## src/rtl/freq_meter.sv

```systemverilog
// ---------------------------------------------------------------------------
// freq_meter
//
// Measures the period and high time of a slow asynchronous signal in units of
// speed_clock cycles. The signal is synchronised, its rising edges are
// detected, and the cycles between consecutive rises are counted. A watchdog
// declares a timeout if no rise is seen for TIMEOUT cycles.
//
// Parameters
//   CNT_W    width of the period/high counters and count outputs
//   TIMEOUT  cycles without a detected rise before timeout is declared
//
// Ports
//   speed_clock   in   measurement clock; all state updates on its rising edge
//   reset         in   asynchronous, active-high reset
//   signal_in     in   slow asynchronous signal under measurement
//   period_count  out  last measured period in speed_clock cycles (saturating)
//   high_count    out  high cycles within the last measured period (saturating)
//   period_valid  out  one-cycle pulse when period_count/high_count update
//   timeout       out  level, high while no rise seen for TIMEOUT cycles
//   locked        out  high after a full period measured and no timeout since
// ---------------------------------------------------------------------------
module freq_meter #(
    parameter int CNT_W   = 27,
    parameter int TIMEOUT = 50000000
) (
    input  logic             speed_clock,
    input  logic             reset,
    input  logic             signal_in,
    output logic [CNT_W-1:0] period_count,
    output logic [CNT_W-1:0] high_count,
    output logic             period_valid,
    output logic             timeout,
    output logic             locked
);

    localparam int               TW      = $clog2(TIMEOUT + 1);
    localparam logic [CNT_W-1:0] CNT_MAX = '1;
    // The watchdog fires on the edge where the count would reach TIMEOUT.
    localparam logic [TW-1:0]    T_LAST  = TW'(TIMEOUT - 1);

    typedef enum logic [1:0] {
        IDLE,
        ARM,
        MEASURE
    } state_t;

    state_t           r_state;
    logic             r_sync1;
    logic             r_sync2;
    logic             r_sync3;
    logic [CNT_W-1:0] r_cont;
    logic [CNT_W-1:0] r_hcnt;
    logic [TW-1:0]    r_tcnt;
    logic [CNT_W-1:0] r_period_count;
    logic [CNT_W-1:0] r_high_count;
    logic             r_period_valid;
    logic             r_timeout;
    logic             r_locked;

    logic             w_rise;
    logic             w_tout_hit;
    logic [CNT_W-1:0] w_cont_inc;
    logic [CNT_W-1:0] w_hcnt_add;

    // Two-flop synchroniser plus a third flop used only for edge detection.
    always_ff @(posedge speed_clock or posedge reset) begin
        if (reset) begin
            r_sync1 <= 1'b0;
            r_sync2 <= 1'b0;
            r_sync3 <= 1'b0;
        end else begin
            r_sync1 <= signal_in;
            r_sync2 <= r_sync1;
            r_sync3 <= r_sync2;
        end
    end

    assign w_rise     = r_sync2 & ~r_sync3;
    assign w_tout_hit = (r_tcnt == T_LAST);

    // Saturating increments. r_cont/r_hcnt exclude the current cycle, so on a
    // rise these also give the reported values: the rise cycle closes the
    // period, and sync2 is 1 in the rise cycle that opened it.
    assign w_cont_inc = (r_cont == CNT_MAX) ? CNT_MAX : r_cont + CNT_W'(1);
    assign w_hcnt_add = (r_hcnt == CNT_MAX || !r_sync2) ? r_hcnt
                                                        : r_hcnt + CNT_W'(1);

    // Measurement FSM with registered outputs. A rise always beats the
    // watchdog when both happen on the same edge.
    always_ff @(posedge speed_clock or posedge reset) begin
        if (reset) begin
            r_state        <= IDLE;
            r_cont         <= '0;
            r_hcnt         <= '0;
            r_tcnt         <= '0;
            r_period_count <= '0;
            r_high_count   <= '0;
            r_period_valid <= 1'b0;
            r_timeout      <= 1'b0;
            r_locked       <= 1'b0;
        end else begin
            r_period_valid <= 1'b0;
            case (r_state)
                IDLE: begin
                    r_cont  <= '0;
                    r_hcnt  <= '0;
                    r_tcnt  <= '0;
                    r_state <= ARM;
                end
                ARM: begin
                    if (w_rise) begin
                        r_cont    <= '0;
                        r_hcnt    <= '0;
                        r_tcnt    <= '0;
                        r_timeout <= 1'b0;
                        r_state   <= MEASURE;
                    end else if (w_tout_hit) begin
                        r_timeout <= 1'b1;
                        r_locked  <= 1'b0;
                        r_tcnt    <= '0;
                    end else begin
                        r_tcnt <= r_tcnt + TW'(1);
                    end
                end
                MEASURE: begin
                    if (w_rise) begin
                        r_period_count <= w_cont_inc;
                        r_high_count   <= w_hcnt_add;
                        r_period_valid <= 1'b1;
                        r_locked       <= 1'b1;
                        r_timeout      <= 1'b0;
                        r_cont         <= '0;
                        r_hcnt         <= '0;
                        r_tcnt         <= '0;
                    end else if (w_tout_hit) begin
                        r_timeout <= 1'b1;
                        r_locked  <= 1'b0;
                        r_tcnt    <= '0;
                        r_state   <= ARM;
                    end else begin
                        r_cont <= w_cont_inc;
                        r_hcnt <= w_hcnt_add;
                        r_tcnt <= r_tcnt + TW'(1);
                    end
                end
                default: begin
                    r_state <= IDLE;
                end
            endcase
        end
    end

    assign period_count = r_period_count;
    assign high_count   = r_high_count;
    assign period_valid = r_period_valid;
    assign timeout      = r_timeout;
    assign locked       = r_locked;

endmodule

```

## config.mk

```make
export PLATFORM = sky130hd
export DESIGN_NAME = freq_meter
export DESIGN_NICKNAME = d
export VERILOG_FILES = /design/src/rtl/freq_meter.sv
export SDC_FILE = /design/constraint.sdc
export NUM_CORES = 1
export LEC_CHECK = 0
export CAP_MARGIN = 20
export CORE_MARGIN = 1.5
export CORE_UTILIZATION = 59
export CTS_CLUSTER_DIAMETER = 30
export DETAILED_ROUTE_END_ITERATION = 10
export PLACE_DENSITY = 0.86
export SLEW_MARGIN = 20
export SYNTH_ARGS = -nofsm -noshare
export SYNTH_HDL_FRONTEND = slang
export SYNTH_SLANG_ARGS = --single-unit
```

## constraint.sdc

```tcl
create_clock -name speed_clock -period 6.25 [get_ports speed_clock]
set_clock_uncertainty 0.15 [all_clocks]
set_input_delay 1.25 -clock speed_clock [delete_from_list [all_inputs] [get_ports speed_clock]]
set_output_delay 1.25 -clock speed_clock [all_outputs]
set_load 0.01 [all_outputs]
```

# Word level (Yosys, flattened, before mapping)
# Cells that the tools add are included.
dict set report word_totals {
  ff_bits 142
  latch_bits 0
  ram_bits 0
  romBits 0
  word_cells 64
  mem_count 0
}
dict set report op_classes {
  n_addsub 3
  n_mul 0
  div 0
  n_lt_le_gt_ge 0
  eq_ne 10
  shifts 0
  muxes 24
  bitwise_logic 2
  n_reduce_logical 13
}
# cell count
set ops {}
lappend ops {{$mux 27} 7}
lappend ops {{$pmux 27 s3} 2}
lappend ops {{$add 27x1->27 const B} 2}
lappend ops {{$eq 27x27->1 const B} 2}
lappend ops {{$mux 26} 2}
lappend ops {{$pmux 26 s2} 1}
lappend ops {{$add 26x1->26 const B} 1}
lappend ops {{$eq 26x26->1 const B} 1}
lappend ops {{$ne 2x2->1 const B} 4}
lappend ops {{$mux 1} 7}
lappend ops {{$mux 2} 3}
lappend ops {{$pmux 2 s3} 1}
lappend ops {{$reduce_and 2->1} 3}
lappend ops {{$reduce_and 3->1} 2}
lappend ops {{$reduce_bool 2->1} 3}
lappend ops {{$ne 3x3->1 const B} 1}
lappend ops {{$reduce_bool 3->1} 1}
lappend ops {{$eq 2x1->1 const B} 1}
lappend ops {{$eq 2x2->1 const B} 1}
lappend ops {{$logic_not 2->1} 1}
lappend ops {{$pmux 1 s2} 1}
lappend ops {{$reduce_or 2->1} 1}
lappend ops {{$and 1x1->1} 1}
lappend ops {{$logic_not 1->1} 1}
lappend ops {{other kinds (2)} 2}

# Depth between registers and ports, before layout
# Gate-level depths: netlist of run 1.
dict set report depth {
  ltp_word 6
  depth_mapped 9
}

# Worst setup path before layout of run 1
# Ideal clock, no wire load.
dict set report synth_timing {
  path_kind {reg2reg}
  start {register r_hcnt[0]}
  end {register r_hcnt[26]}
  setup_time_ns 0.083
  arrival_time_ns 2.259
  slack_ns 3.758
  stages_incl_launch_ff 7
  path_cell_list {dfrtp_1 > ha_1 > nand3_1 > or4_4 > or3_1 > or4_1 > o21ai_0}
}
dict set report synth_between {
  elab_chain_len 6
  elab_cells_between_ends 7
}
# element line_no
set synth_rtl {}
lappend synth_rtl {{start, declared} 53} ;# logic [CNT_W-1:0] r_hcnt;
lappend synth_rtl {{start signal, assigned} 143} ;# r_hcnt <= w_hcnt_add;
lappend synth_rtl {{parallel branches: the longest is 2 deep, another holds $add 27x1->27} --}
lappend synth_rtl {{$mux 27 *} 86} ;# assign w_hcnt_add = (r_hcnt == CNT_MAX || !r_sync2) ? r_hcnt
lappend synth_rtl {{$mux 27 *} 136} ;# end else if (w_tout_hit) begin
lappend synth_rtl {{$mux 27 *} 127} ;# if (w_rise) begin
lappend synth_rtl {{$pmux 27 s3 *} 104} ;# case (r_state)
# Mark *: on every way between the ends. The select of a mux whose other input is x is not followed.
# A chain may end at the register's enable or synchronous reset.

# Worst setup path after layout of run 1
dict set report layout_timing {
  start {register r_sync2}
  end {register r_period_count[15], in the netlist period_count[15]}
}
dict set report layout_between {
  elab_chain_len 2
}
# element line_no
set layout_rtl {}
lappend layout_rtl {{start, declared} 50} ;# logic r_sync2;
lappend layout_rtl {{start signal, assigned} 74} ;# r_sync2 <= r_sync1;
lappend layout_rtl {{$and 1x1->1} 79} ;# assign w_rise = r_sync2 & ~r_sync3;
lappend layout_rtl {{$reduce_and 2->1 (no line)} --}
lappend layout_rtl {{end signal, assigned} 128} ;# r_period_count <= w_cont_inc;
lappend layout_rtl {{end, declared} 55} ;# logic [CNT_W-1:0] r_period_count;
# No other way between the ends.

==> flow_summary.json, run 1 <==
{
  "fin_util_pct": 70.2,
  "maxSlewHeadroom_pct": 30.5,
  "yosysSeqAreaShare_pct": 47.0,
  "finalSetupTns_ns": 0,
  "p_leak_nw": 3.49,
  "hold_viol": 0,
  "cp.required_ns": 6.41,
  "power_mw": 2.86,
  "vias_per_cell": 6.18,
  "die_h_um": 116,
  "hold_path.class": "reg2reg",
  "post-place-ws_ns": 2.89,
  "postCtsHoldBufs": 0,
  "crit_start": "r_sync2$_DFF_PP0_",
  "grt_start_max_net_pins": 99,
  "cts_resized": 0,
  "cts_made_buffers": 17,
  "ios": 60,
  "syn_nets": 847,
  "htreeDepth": 4,
  "ys_ff_latch": 142,
  "hpwlAfterDp_mm": 11.4,
  "routedWlPerCell_um": 16.4,
  "rsz0062_at_grt": "no",
  "crit_type": "reg2reg",
  "die-area_um2": 13500,
  "synth-edff-count": 0,
  "antenna_found_initial": 0,
  "grtUsageMet2_pct": 44.2,
  "clk_path_buf_depth": 2,
  "drc": 0,
  "n_antenna_cell": 0,
  "start_kind": "register",
  "final_max_slew_viol_count": 0,
  "fin_area_um2": 8820,
  "worstSkewPairLatency_ns": 0.43,
  "setup_violations": 0,
  "max_freq_mhz": 297,
  "final_cells": 1054,
  "die_x_um": 116,
  "critPathCapture": "period_count[15]$_DFFE_PP0P_",
  "arrival_ns": 3.52,
  "power_density_nw_per_um2": 324,
  "timing.rr.start": "r_sync2$_DFF_PP0_",
  "nNetsFinal": 880,
  "irDropWorstVdd_mv": 0.205,
  "track_usage_pct": 27.8,
  "synth_area_um2": 7550,
  "post_cts_buffers": 0,
  "fillCellCount": 963,
  "clkTransAtPathRegs_ns": 0.06,
  "setup_ws_ns": 2.89,
  "critPathCaptureType": "register",
  "synthCells": 836,
  "routed_wl_mm": 17.3,
  "numPortBuffers": 59,
  "vias": 6513,
  "cap_violations": 0,
  "drive_above_1_share_pct": 6.01,
  "synth.avg_cell_area_um2": 9.04,
  "initial_core_util_pct": 60.1,
  "first_pass_iters": 5,
  "async_reset_ff_share_pct": 100,
  "fin_crit_sh_pct": 53.8,
  "drtAntennaViolNets": 0,
  "coreArea_um2": 12600,
  "status": "completed",
  "synthToLayoutAreaGrowth_pct": 16.8,
  "postPlaceCellArea_um2": 8220,
  "grt-busiest-layer": "met2",
  "gp_congestion": 0.891,
  "r2r_slack_ns": 2.89,
  "worst_slew_pin_slew_ns": 1.03,
  "ys.flop_type": "dfrtp_1",
  "dp_cells": 1022,
  "grt_first_pass_wirelength_mm": 29.5,
  "hold_slack_ns": 0.213,
  "r2r_end": "period_count[15]$_DFFE_PP0P_",
  "drt_iter0_markers": 630,
  "r2r_cells": 5,
  "synth_cell_types": 56,
  "grt_pass1_vias": 5992,
  "grt.overflow.total": 0,
  "clock_sinks": 142,
  "root_buffer": "clkbuf_16",
  "cts_tree": "yes",
  "ys_warn_count": 0,
  "gr-usage-met1_pct": 37.9,
  "grt_use_met3_pct": 5.76,
  "core.rowCount": 41,
  "crit_fanout": 56,
  "fin_crit_ns": 3.36
}
flip-flops by register name (all words and copies together), names as in the netlist:
name and flops:
r_sync1 1, r_sync2 1, r_cont 27, r_hcnt 27, r_tcnt 26, period_valid 1, r_sync3 1, period_count 27
timeout 1, r_state 2, high_count 27, locked 1
metal layers:
layer | wire length (um) | vias up
li1 | - | 3124
met1 | 7790 | 3137
met2 | 8230 | 219
met3 | 858 | 33
met4 | 385 | 0
met5 | 0 | -
layout by cell type, fill, tap and decap left out, drive strengths merged, types with 9 or more instances in the layout:
| cell type | Yosys | final |
|---|---|---|
| clkbuf | 33 | 21 |
| xnor2 | 36 | 36 |
| xor2 | 19 | 19 |
| a31oi | 20 | 20 |
| nand4 | 33 | 33 |
| dfrtp | 142 | 142 |
| nand3 | 45 | 45 |
| inv | 27 | 27 |
| nor2 | 63 | 63 |
| a21o | 9 | 9 |
| nor4 | 16 | 16 |
| nand2 | 92 | 92 |
| or4 | 16 | 16 |
| clkdlybuf4s50 | 0 | 59 |
| o311ai | 11 | 11 |
| o22a | 10 | 10 |
| or3 | 15 | 15 |
| nor3 | 25 | 25 |
| a21oi | 31 | 31 |
| o21ai | 81 | 81 |
| and3 | 18 | 18 |
worst max-delay path: stages, from the launching register on:
cell and delay (ns):
dfrtp_1 0.49, nor2b_1 0.48, nand2_2 0.61, inv_2 0.82
nand2_1 0.40, o22a_1 0.28
worst min-delay path by stage:
stage          slack [ns]  cells past startpoint                 to         startpoint
2_1_floorplan        0.18                      0  r_sync2$_DFF_PP0_  r_sync1$_DFF_PP0_
6_report             0.21                      0  r_sync2$_DFF_PP0_  r_sync1$_DFF_PP0_
3_5_place_dp         0.20                      0  r_sync2$_DFF_PP0_  r_sync1$_DFF_PP0_
4_1_cts              0.21                      0  r_sync2$_DFF_PP0_  r_sync1$_DFF_PP0_
5_1_grt              0.23                      0  r_sync2$_DFF_PP0_  r_sync1$_DFF_PP0_
3_3_place_gp         0.20                      0  r_sync2$_DFF_PP0_  r_sync1$_DFF_PP0_
power by group:
group | internal [mW] | switching (mW)
Sequential | 1.03 | 0.0793
Clock | 0.655 | 0.382
Combinational | 0.307 | 0.405
kinds of logic after synthesis:
family                     after synthesis  share of synthesized area (%)
adders and majority gates                8                           1.32
and+or+nand+nor                        345                           23.2
AOI/OAI and AO/OA                      204                           17.2
xor gates and xnor gates                55                           6.38
muxes                                    6                          0.828
DFF                                    142                           47.0
buffers and inverters                   76                           4.01
Yosys cell counts (2+ instances only):
master     instances  area (um2)
xnor2_1           36         315
and4_1             7        61.3
a221o_1            7        70.1
or4_1             13        97.6
nor3_1            25         125
buf_2             13        65.1
or3_1             15        93.8
nand4_1           32         200
nor2_1            63         236
o31ai_1            7        52.6
nand3_1           45         225
o21bai_1           3        22.5
or2_2              3        18.8
nand2b_1           4        25.0
a31oi_1           20         125
o211ai_1           4        30.0
o22a_1            10        87.6
a21oi_1           31         155
o21ai_1            3        15.0
mux2_2             2        22.5
o311ai_0           9        78.8
clkbuf_1          32         120
buf_1              3        11.3
o21ai_0           78         390
and3_1            18         113
a22o_1             6        52.6
o2111ai_1          3        26.3
nand2_1           92         345
o2bb2ai_1          2        17.5
or4_4              3        33.8
inv_1             26        97.6
ha_1               8         100
mux2i_1            4        40.0
nor4_1            15        93.8
dfrtp_1          142        3550
a21o_1             9        67.6
and2_1             3        18.8
nor2b_1            4        25.0
xor2_1            19         166
layout make-up:
type                            instances  area [um2]  area share [%]
Clock buffer                           21         470            5.33
Clock inverter                         11         139            1.57
Inverter                               27         106            1.21
Multi-Input combinational cell        618        3720            42.2
Sequential cell                       142        3550            40.3
Tap cell                              172         215            2.44
Timing Repair Buffer                   63         621            7.03
Power figures use the tool's default switching activity.
==> run 2: changes to the inputs <==
==> constraint.sdc (replaced) <==
create_clock -name speed_clock -period 3.5 [get_ports speed_clock]
set_clock_uncertainty 0.15 [all_clocks]
set_input_delay 0.7 -clock speed_clock [delete_from_list [all_inputs] [get_ports speed_clock]]
set_output_delay 0.7 -clock speed_clock [all_outputs]
set_load 0.01 [all_outputs]
==> run 2 against run 1 <==
Effect of this change: setup slack lost 2.3 ns; critical endpoint is now r_hcnt[3]$_DFFE_PP0P_; non-clock buffer count up 14; largest power group unchanged; clock power rose by 62%; die area is the same; worst hold slack lost 0.0023 ns.
==> flow_summary.json, run 2 (synthesis gave the netlist of run 1 again) <==
{
  "drive_above_1_share_pct": 6.71,
  "final_max_slew_viol_count": 0,
  "setup_violations": 0,
  "track_usage_pct": 27.9,
  "coreArea_um2": 12600,
  "start_kind": "register",
  "hpwlAfterDp_mm": 11.9,
  "finalSetupTns_ns": 0,
  "nNetsFinal": 894,
  "clk_path_buf_depth": 2,
  "gr-usage-met1_pct": 37.8,
  "drtAntennaViolNets": 0,
  "ios": 60,
  "arrival_ns": 3.05,
  "first_pass_iters": 5,
  "cts_resized": 0,
  "hold_viol": 0,
  "root_buffer": "clkbuf_16",
  "maxSlewHeadroom_pct": 44.1,
  "grt_pass1_vias": 6059,
  "n_antenna_cell": 0,
  "grtUsageMet2_pct": 44.5,
  "drc": 0,
  "power_density_nw_per_um2": 560,
  "drt_iter0_markers": 565,
  "combPwrFrac_pct": 26.5,
  "postCtsHoldBufs": 0,
  "grt_start_max_net_pins": 57,
  "postPlaceCellArea_um2": 8340,
  "fin_area_um2": 8880,
  "fin_crit_sh_pct": 82.9,
  "vias": 6639,
  "final_cells": 1066,
  "die-area_um2": 13500,
  "p_int_mw": 3.44,
  "rsz0062_at_grt": "no",
  "vias_per_cell": 6.23,
  "dp_cells": 1036,
  "max_freq_mhz": 345,
  "status": "completed",
  "clkTransAtPathRegs_ns": 0.06,
  "layout_common_cells": "dfrtp_1 (142), nand2_1 (91), o21ai_0 (78)",
  "core.rowCount": 41,
  "power.switching_mw": 1.54,
  "p_leak_nw": 3.53,
  "grt.overflow.total": 0,
  "cp.required_ns": 3.65,
  "die_h_um": 116,
  "die_x_um": 116,
  "cts_tree": "yes",
  "post-place-ws_ns": 0.651,
  "grt-busiest-layer": "met2",
  "fillCellCount": 930,
  "routed_wl_mm": 17.7,
  "critPathCaptureType": "register",
  "grt_first_pass_wirelength_mm": 29.6,
  "grt_use_met3_pct": 4.67,
  "worst_slew_pin_slew_ns": 0.830,
  "routedWlPerCell_um": 16.6,
  "fin_crit_ns": 2.90,
  "crit_type": "reg2reg",
  "switching_share_pct": 30.9,
  "antenna_found_initial": 0,
  "initial_core_util_pct": 60.1,
  "p_clk_share_pct": 33.9,
  "worstSkewPairLatency_ns": 0.43,
  "clock_sinks": 142,
  "numPortBuffers": 59,
  "cap_violations": 0,
  "final_common_cell": "dfrtp_1",
  "crit_fanout": 22,
  "gp_congestion": 0.963,
  "setup_ws_ns": 0.599,
  "power_mw": 4.98,
  "htreeDepth": 4,
  "synthToLayoutAreaGrowth_pct": 17.6,
  "cts_made_buffers": 17,
  "post_cts_buffers": 0,
  "seqPwrFrac_pct": 39.6,
  "hold_path.class": "reg2reg",
  "irDropWorstVdd_mv": 0.326
}
run 2: cell types whose count changed in the layout (fill, tap and decap cells not counted):
cell,before,now
nor2_2,1,0
clkbuf_1,1,4
bufinv_16,3,1
nor2_1,62,63
buf_4,4,16
a41o_2,1,0
a41o_1,0,1
inv_6,1,0
buf_12,0,2
clkinv_2,5,3
run 2: worst max-delay path, stage by stage, from the launching register on:
cell and delay (ns):
dfrtp_1 0.44, nor4_1 0.43, and4_1 0.43, a41o_1 0.72, buf_4 0.38, nand2_1 0.09, o311ai_0 0.11
run 2: stage by stage:
stage               utilization [%]  hold WS, ns
detailed placement             66.4        0.197
finish                         70.7        0.210
global placement               66.4        0.186
floorplan                         -        0.181
global route                   70.7        0.218
CTS                            70.7        0.210
run 2: routing by layer:
metal | wire length (um) | up-vias | share of wire, %
met5 | 0 | - | 0
met4 | 461 | 0 | 2.6
met3 | 935 | 39 | 5.3
met2 | 8330 | 265 | 47
met1 | 7980 | 3187 | 45
li1 | - | 3148 | -
run 2: area by class of cell:
| type | count | area (um2) | area share [%] |
|---|---|---|---|
| flip-flops and latches | 142 | 3550 | 40.0 |
| clock buffers | 24 | 482 | 5.42 |
| well taps | 172 | 215 | 2.42 |
| repair buffers | 77 | 751 | 8.45 |
| multi-input cells | 618 | 3720 | 41.8 |
| clock inverters | 6 | 61.3 | 0.690 |
| inverters | 27 | 105 | 1.18 |
run 2: worst paths after layout:
| kind | startpoint | end | slack (ns) | cells after the start |
|---|---|---|---|---|
| setup / recovery | r_tcnt[7]$_DFFE_PP0P_ | r_hcnt[3]$_DFFE_PP0P_ | 0.60 | 6 |
| hold / removal | r_sync1$_DFF_PP0_ | r_sync2$_DFF_PP0_ | 0.21 | 0 |
| setup reg to reg | r_tcnt[7]$_DFFE_PP0P_ | r_hcnt[3]$_DFFE_PP0P_ | 0.60 | 6 |
| hold reg to reg | r_sync1$_DFF_PP0_ | r_sync2$_DFF_PP0_ | 0.21 | 0 |
| max in group asynchronous | reset | r_tcnt[25]$_DFFE_PP0P_ | 1.92 | 3 |
| min in group asynchronous | reset | period_count[23]$_DFFE_PP0P_ | 0.57 | 2 |
run 2: power groups by stage:
stage / registers (mW) / clock network, mW / logic (mW)
after floorplan: 2.06 / 0 / 0.663
after global placement: 1.99 / 0 / 1.28
after detailed placement: 2.00 / 0 / 1.32
after CTS: 1.97 / 1.70 / 1.33
after global routing: 2.00 / 1.77 / 1.46
final: 1.97 / 1.68 / 1.32
